`src/rtl/fifo_tx_unpack.sv`:
```
// TX word FIFO feeding a byte unpacker toward the QSPI FSM.
// Define FIFO_TX_BSWAP_EN for MSB-first byte order.
module fifo_tx_unpack #(
  parameter int WIDTH = 32,
  parameter int DEPTH = 4
) (
  input  logic             clk,
  input  logic             reset,
  input  logic             wr_en_i,
  input  logic [WIDTH-1:0] wr_data_i,
  output logic             full_o,
  output logic             empty_o,
  output logic [7:0]       level_o,
  output logic             byte_valid_o,
  output logic [7:0]       byte_o,
  input  logic             byte_ready_i,
  input  logic             flush_i,
  output logic             busy_o,
  output logic             overflow_o,
  input  logic             clr_err_i
);

  localparam int BYTES = WIDTH / 8;
  localparam int AW = (DEPTH > 1) ? $clog2(DEPTH) : 1;
  localparam int IW = (BYTES > 1) ? $clog2(BYTES) : 1;
  localparam logic [IW-1:0] LAST = IW'(BYTES - 1);

  localparam logic [0:0] S_EMPTY = 1'b0;
  localparam logic [0:0] S_HOLD  = 1'b1;

  logic [WIDTH-1:0] mem [DEPTH];
  logic [AW-1:0]    wr_ptr;
  logic [AW-1:0]    rd_ptr;
  logic [7:0]       level;
  logic [0:0]       state;
  logic [WIDTH-1:0] hold;
  logic [IW-1:0]    idx;
  logic [7:0]       byte_sel;

  logic push;
  logic pop;
  logic hs;
  logic last;

  assign full_o  = (level == 8'(DEPTH));
  assign empty_o = (level == 8'd0);
  assign level_o = level;

  assign byte_valid_o = (state == S_HOLD);
  assign busy_o       = !empty_o | byte_valid_o;

  assign push = wr_en_i & !full_o;
  assign hs   = byte_valid_o & byte_ready_i;
  assign last = hs & (idx == LAST);
  assign pop  = !empty_o & ((state == S_EMPTY) | last);

  always_ff @(posedge clk) begin
    if (push && !flush_i) mem[wr_ptr] <= wr_data_i;
  end

  always_ff @(posedge clk or posedge reset) begin
    if (reset) begin
      wr_ptr <= '0;
      rd_ptr <= '0;
      level  <= '0;
    end else if (flush_i) begin
      wr_ptr <= '0;
      rd_ptr <= '0;
      level  <= '0;
    end else begin
      if (push) wr_ptr <= wr_ptr + 1'b1;
      if (pop)  rd_ptr <= rd_ptr + 1'b1;
      if (push && !pop)      level <= level + 8'd1;
      else if (pop && !push) level <= level - 8'd1;
    end
  end

  // Clear beats a same-cycle overflowing push.
  always_ff @(posedge clk or posedge reset) begin
    if (reset)              overflow_o <= 1'b0;
    else if (clr_err_i)     overflow_o <= 1'b0;
    else if (wr_en_i && full_o) overflow_o <= 1'b1;
  end

  always_ff @(posedge clk or posedge reset) begin
    if (reset) begin
      state <= S_EMPTY;
      hold  <= '0;
      idx   <= '0;
    end else if (flush_i) begin
      state <= S_EMPTY;
      hold  <= '0;
      idx   <= '0;
    end else if (pop) begin
      state <= S_HOLD;
      hold  <= mem[rd_ptr];
      idx   <= '0;
    end else if (last) begin
      state <= S_EMPTY;
      idx   <= '0;
    end else if (hs) begin
      idx <= idx + 1'b1;
    end
  end

  always_comb begin
    byte_sel = 8'h00;
`ifdef FIFO_TX_BSWAP_EN
    byte_sel = hold[WIDTH-1-8*int'(idx) -: 8];
`else
    byte_sel = hold[8*int'(idx) +: 8];
`endif
  end

  assign byte_o = byte_valid_o ? byte_sel : 8'h00;

endmodule

```
`config.mk`:
```
export PLATFORM = sky130hd
export DESIGN_NAME = fifo_tx_unpack
export DESIGN_NICKNAME = d
export VERILOG_FILES = /design/src/rtl/fifo_tx_unpack.sv
export SDC_FILE = /design/constraint.sdc
export NUM_CORES = 1
export LEC_CHECK = 0
export BUFFER_PORTS_ARGS = -buffer_cell sky130_fd_sc_hd__buf_2
export CORE_ASPECT_RATIO = 0.9
export CORE_UTILIZATION = 55
export CTS_CLUSTER_SIZE = 24
export DETAILED_ROUTE_END_ITERATION = 6
export MAX_ROUTING_LAYER = met4
export PLACE_DENSITY = 0.76
export SKIP_LAST_GASP = 1
export SLEW_MARGIN = 40
export SYNTH_ARGS = -nofsm -noshare
export SYNTH_HDL_FRONTEND = slang
export SYNTH_SLANG_ARGS = --single-unit
```
`constraint.sdc`:
```
create_clock -name clk -period 5.7 [get_ports clk]
set_clock_uncertainty 0.2 [all_clocks]
set_input_delay 0.57 -clock clk [delete_from_list [all_inputs] [get_ports clk]]
set_output_delay 0.57 -clock clk [all_outputs]
set_load 0.02 [all_outputs]
```
==> results of run 1 <==
[layer usage]
metal / vias to the layer above / global-route usage
met3: 14 / 0.0622
li1: 1630 / -
met5: - / -
met2: 87 / 0.330
met1: 1852 / 0.274
met4: 0 / 0.0653
[registers in the layout, indices dropped and copies added (netlist names)]
signal and flops:
overflow_o 1, hold 32, rd_ptr 2, idx 2, level_o 8, mem 128, wr_ptr 2, byte_valid_o 1
[area by class of cell]
| cell class | instances | area, um^2 |
|---|---|---|
| flip-flops and latches | 176 | 5050 |
| fillers | 860 | 4490 |
| multi-input cells | 171 | 1940 |
| clock buffers | 20 | 437 |
| repair buffers | 65 | 343 |
| well taps | 164 | 205 |
| clock inverters | 12 | 143 |
| inverters | 8 | 32.5 |
[worst max-delay path by stage]
stage / slack [ns] / from / end
finish: 2.11 / idx[0]$_DFFE_PP0P_ / level_o[7]$_DFFE_PP0P_
global route: 1.84 / idx[0]$_DFFE_PP0P_ / level_o[6]$_DFFE_PP0P_
CTS: 2.10 / idx[0]$_DFFE_PP0P_ / level_o[7]$_DFFE_PP0P_
detailed placement: 2.09 / idx[0]$_DFFE_PP0P_ / level_o[7]$_DFFE_PP0P_
global placement: 2.22 / idx[0]$_DFFE_PP0P_ / level_o[7]$_DFFE_PP0P_
floorplan: 2.35 / level_o[4]$_DFFE_PP0P_ / level_o[7]$_DFFE_PP0P_
[layout by cell type, fill, tap and decap left out, types with 2 or more instances in the layout]
cell type and instances:
buf_4 7, clkinv_4 2, ha_1 11, nor3_2 2, nor3_1 8, o41ai_2 3
inv_1 7, mux2i_1 2, clkbuf_16 17, nor2_1 9, mux4_2 40, xor2_1 2
clkinv_2 4, o21a_1 4, clkbuf_1 3, edfxtp_1 128, clkinv_1 2, o31ai_2 3
dfrtp_1 46, a22o_1 32, nor2b_1 2, bufinv_16 3, xnor2_1 4, buf_2 58
a21o_1 3, nor4_1 2, a21oi_1 5, and2_1 12, nand2_1 11
[stage by stage]
step	setup WS, ns	cells	total power, mW	cell area, um^2
2_1_floorplan	2.35	375	2.27	7100
3_3_place_gp	2.22	584	2.46	7570
3_5_place_dp	2.09	584	2.49	7570
4_1_cts	2.10	616	3.63	8150
5_1_grt	1.84	616	3.76	8150
6_report	2.11	616	3.59	8150
[power breakdown]
group          total [mW]  switching [mW]  internal [mW]
clock network        1.13           0.447          0.684
registers            1.62           0.112           1.51
logic               0.837           0.435          0.402
total                3.59           0.994           2.60
[cell families (layout without fill, tap and decap cells)]
| family | after synthesis | after routing | synth area share |
|---|---|---|---|
| flops | 176 | 176 | 0.710 |
| mux | 42 | 42 | 0.130 |
| fa+ha+maj | 12 | 12 | 0.0222 |
| xor+xnor | 6 | 6 | 0.00740 |
| compound gates | 57 | 57 | 0.0728 |
| buf+inv | 28 | 105 | 0.0167 |
| simple gates | 54 | 54 | 0.0409 |
==> flow_metrics.env, run 1 <==
export IMPL_path_cells="ha_1 -> a21boi_0 -> a31oi_2 -> ha_1 -> a21o_1 -> a31o_2 -> a21oi_1 -> xnor2_1 -> nor3b_1 -> a221o_1"
export IMPL_worstRegToRegCells=10
export IMPL_grt_overflow=0
export IMPL_cts_setup_buffers=0
export IMPL_crit_top_cell="ha_1"
export IMPL_critPathSlowestCell="dfrtp_1"
export IMPL_worstPathRequired_ns=5.80
export IMPL_ir_worst_vdd_mv=0.392
export IMPL_ys_types=41
export IMPL_cts_buffers=17
export IMPL_die_width_um=122
export IMPL_fp_row_count=39
export IMPL_clkLatencyLatePin_ns=0.42
export IMPL_cp_num_buf_inv=0
export IMPL_gp_congestion=0.757
export IMPL_clockBufferDepth=2
export IMPL_status="complete, no violations"
export IMPL_rsz0062_at_grt="false"
export IMPL_first_global_vias=3538
export IMPL_routed_wl_mm=12.4
export IMPL_path_class="flip-flop to flip-flop"
export IMPL_hold_violations=0
export IMPL_drt_met1_wl_mm=5.48
export IMPL_grt_max_degree=49
export IMPL_startpoint_type="flip-flop"
export IMPL_cts_sink_count=176
export IMPL_max_freq_mhz=278
export IMPL_wl_met3_um=666
export IMPL_drv_slew=0
export IMPL_worst_ep_arrival_time_ns=3.69
export IMPL_core_area_um2=12600
export IMPL_max_stage_delay_ns=0.58
export IMPL_clk_transition_reported_paths_ns=0.06
export IMPL_vias_per_cell=5.82
export IMPL_syn_area_per_cell_um2=18.9
export IMPL_synthFlopType="edfxtp_1"
export IMPL_syn_area_um2=7100
export IMPL_slew_headroom=0.535
export IMPL_synth_edf_count=128
export IMPL_reg2reg_slack_ns=2.11
export IMPL_port_buffer_count=58
export IMPL_cts_tree="done"
export IMPL_path_delay_family="compound AO/OA/AOI/OAI gates"
export IMPL_power_leakage_nw=3.05
export IMPL_num_nets_final=489
export IMPL_cts_resized=0
export IMPL_n_antenna_cell=0
export IMPL_grt_use_total=0.213
export IMPL_postRouteAntennaNets=0
export IMPL_syn_inst=375
export IMPL_path_depth=10
export IMPL_power_density_nw_per_um2=441
export IMPL_dieHeight_um=110
export IMPL_r2r_end="level_o[7]$_DFFE_PP0P_"
export IMPL_finalCritPeriodShare=0.630
export IMPL_ys_ff_latch=176
export IMPL_synth_common_cells="edfxtp_1, dfrtp_1, mux4_2, a22o_1, and2_1"
export IMPL_whs_ns=0.0212
export IMPL_crit_fanout=11
export IMPL_synth_nets=425
export IMPL_drc=0
export IMPL_r2r_start="idx[0]$_DFFE_PP0P_"
export IMPL_start_util=0.562
export IMPL_die_area_um2=13400
export IMPL_worst_hold_path_type="input pin to asynchronous set/reset pin"
export IMPL_syn2layout_area_growth_pct=14.8
export IMPL_synth_top_cell_by_area="edfxtp_1"
export IMPL_synthTopCellsByArea="edfxtp_1, dfrtp_1, mux4_2, a22o_1, ha_1"
export IMPL_maxCapViolCount=0
export IMPL_drive_gt1_frac=0.332
export IMPL_antenna_found_initial=0
export IMPL_min_period_ns=3.59
export IMPL_max_slew_worst_pin_slew_ns=0.698
export IMPL_ys_seq_area_frac=0.710
export IMPL_yosysWarnings=0
export IMPL_hpwl_mm=7.61
export IMPL_grt_pass1_wl_mm=19.4
export IMPL_firstDrtPassIters=5
export IMPL_setup_viol=0
export IMPL_drt_iter0_drc=262
export IMPL_endpoint_kind="flip-flop"
export IMPL_fin_setup_tns_ns=0
export IMPL_htreeDepth=4
export IMPL_drt_wirelength_per_cell_um=20.1
export IMPL_pin_count=59
export IMPL_fin_util=0.645
export IMPL_wl_met2_mm=6.10
export IMPL_yosysMostFrequentCell="edfxtp_1"
export IMPL_cts_hold_buffers=0
export IMPL_cts_root_buf="clkbuf_16"
export IMPL_synth_top_area_share=0.541
export IMPL_top_layer="met4"
export IMPL_vias=3583
export IMPL_synth_async_reset_ratio=0.273
No activity file was read; power rests on OpenSTA's default activity.
==> run 2: changes to the inputs <==
clock period = 3.6 ns   (was 5.7 ns; I/O delays follow)
==> flow_metrics.env, run 2 (synthesized netlist as in run 1, its figures left out) <==
export IMPL_status="complete, no violations"
export IMPL_clkLatencyLatePin_ns=0.42
export IMPL_die_width_um=122
export IMPL_fin_setup_tns_ns=0
export IMPL_path_class="flip-flop to flip-flop"
export IMPL_postRouteAntennaNets=0
export IMPL_min_period_ns=3.39
export IMPL_vias_per_cell=5.76
export IMPL_gp_congestion=0.719
export IMPL_dieHeight_um=110
export IMPL_drv_slew=0
export IMPL_cts_tree="done"
export IMPL_htreeDepth=4
export IMPL_num_nets_final=528
export IMPL_finalCritPeriodShare=0.943
export IMPL_setup_viol=0
export IMPL_fp_row_count=39
export IMPL_cts_setup_buffers=0
export IMPL_ir_worst_vdd_mv=0.457
export IMPL_max_stage_delay_ns=0.57
export IMPL_maxCapViolCount=0
export IMPL_drt_wirelength_per_cell_um=20.3
export IMPL_cts_hold_buffers=34
export IMPL_power_leakage_nw=3.23
export IMPL_port_buffer_count=58
export IMPL_grt_max_degree=49
export IMPL_grt_pass1_wl_mm=21.2
export IMPL_critPathSlowestCell="or4_4"
export IMPL_firstDrtPassIters=4
export IMPL_fill_cells=814
export IMPL_cts_sink_count=176
export IMPL_hold_violations=0
export IMPL_n_antenna_cell=0
export IMPL_max_slew_worst_pin_slew_ns=0.650
export IMPL_cts_resized=0
export IMPL_crit_fanout=8
export IMPL_clockBufferDepth=2
export IMPL_routed_wl_mm=13.3
export IMPL_slew_headroom=0.567
export IMPL_worstPathRequired_ns=3.71
export IMPL_clk_transition_reported_paths_ns=0.06
export IMPL_die_area_um2=13400
export IMPL_drc=0
export IMPL_max_freq_mhz=295
export IMPL_endpoint_kind="flip-flop"
export IMPL_startpoint_type="flip-flop"
export IMPL_worst_ep_arrival_time_ns=3.50
export IMPL_fin_util=0.677
export IMPL_layout_common_cells="edfxtp_1, buf_2, dfrtp_1"
export IMPL_power_density_nw_per_um2=672
export IMPL_pin_count=59
export IMPL_core_area_um2=12600
export IMPL_largest_reg_flops=128
export IMPL_antenna_found_initial=0
export IMPL_worst_hold_path_type="input pin to flip-flop"
export IMPL_first_global_vias=3934
export IMPL_layout_commonest_cell="edfxtp_1"
export IMPL_grt_use_total=0.231
export IMPL_path_delay_family="simple AND/OR/NAND/NOR gates"
export IMPL_drt_iter0_drc=291
export IMPL_cts_root_buf="clkbuf_16"
export IMPL_syn2layout_area_growth_pct=20.4
export IMPL_path_cells="or4_4 -> or2_4 -> a31oi_2 -> buf_4 -> inv_1 -> fa_1 -> nor2b_1 -> o21a_1 -> o21a_1 -> o21a_1 -> nor3_1 -> o41ai_2"
export IMPL_rsz0062_at_grt="false"
export IMPL_drive_gt1_frac=0.314
export IMPL_vias=3772
export IMPL_cp_num_buf_inv=2
export IMPL_hpwl_mm=8.15
export IMPL_grt_overflow=0
export IMPL_start_util=0.562
export IMPL_cts_buffers=17
export IMPL_crit_top_cell="o21a_1"
export IMPL_reg2reg_slack_ns=0.21
export IMPL_regMostFlops="mem"
run 2: cell count changes in the layout (fill, tap and decap cells not counted), sizes merged:
| cell | previous run | this run |
|---|---|---|
| buf | 65 | 70 |
| dlygate4sd3 | 0 | 34 |
| clkinv | 8 | 1 |
| bufinv | 3 | 1 |
| inv | 8 | 9 |
| clkbuf | 20 | 28 |
run 2: final timing paths:
| check | from | end | cells past startpoint |
|---|---|---|---|
| worst max-delay path | level_o[4]$_DFFE_PP0P_ | level_o[6]$_DFFE_PP0P_ | 12 |
| worst min-delay path | wr_en_i | overflow_o$_DFFE_PP0P_ | 3 |
| worst max register to register | level_o[4]$_DFFE_PP0P_ | level_o[6]$_DFFE_PP0P_ | 12 |
| worst min register to register | hold[20]$_DFFE_PP0P_ | hold[20]$_DFFE_PP0P_ | 1 |
| max in group asynchronous | reset | rd_ptr[0]$_DFFE_PP0P_ | 3 |
| min in group asynchronous | reset | level_o[1]$_DFFE_PP0P_ | 3 |
run 2: metrics by stage:
stage / setup WS [ns] / power [mW] / area (um^2) / instances / hold slack [ns]
floorplan: 0.253 / 3.59 / 7100 / 375 / 0.226
global placement: 0.319 / 3.93 / 7630 / 589 / 0.273
detailed placement: 0.243 / 4.00 / 7630 / 589 / 0.284
CTS: 0.213 / 5.79 / 8550 / 655 / 0.0852
global route: 0.103 / 6.01 / 8550 / 655 / 0.122
finish: 0.207 / 5.74 / 8550 / 655 / 0.110
run 2: cell type report:
cell class / instances / area [um^2] / share of cell area
inverters: 8 / 32.5 / 0.00380
flip-flops and latches: 176 / 5050 / 0.590
well taps: 164 / 205 / 0.0240
repair buffers: 104 / 746 / 0.0872
multi-input cells: 171 / 1940 / 0.227
clock buffers: 28 / 528 / 0.0618
clock inverters: 4 / 48.8 / 0.00571
run 2: routing by layer:
metal | part of all wire | global-route usage | wire length (um) | up-vias
li1 | - | - | - | 1721
met1 | 0.44 | 0.294 | 5820 | 1927
met2 | 0.49 | 0.359 | 6540 | 111
met3 | 0.059 | 0.0716 | 786 | 13
met4 | 0.0093 | 0.0723 | 123 | 0
met5 | 0 | - | 0 | -
run 2: tightest hold or removal path, cell delays in order:
cell and delay [ns]:
buf_2 0.15, a21oi_1 0.13, nor2_1 0.05
run 2: power by group:
| group | leakage (nW) | switching, mW | total, mW | internal (mW) |
|---|---|---|---|---|
| sequential | 1.79 | 0.193 | 2.59 | 2.39 |
| combinational | 1.15 | 0.698 | 1.39 | 0.692 |
| clock | 0.280 | 0.699 | 1.77 | 1.07 |
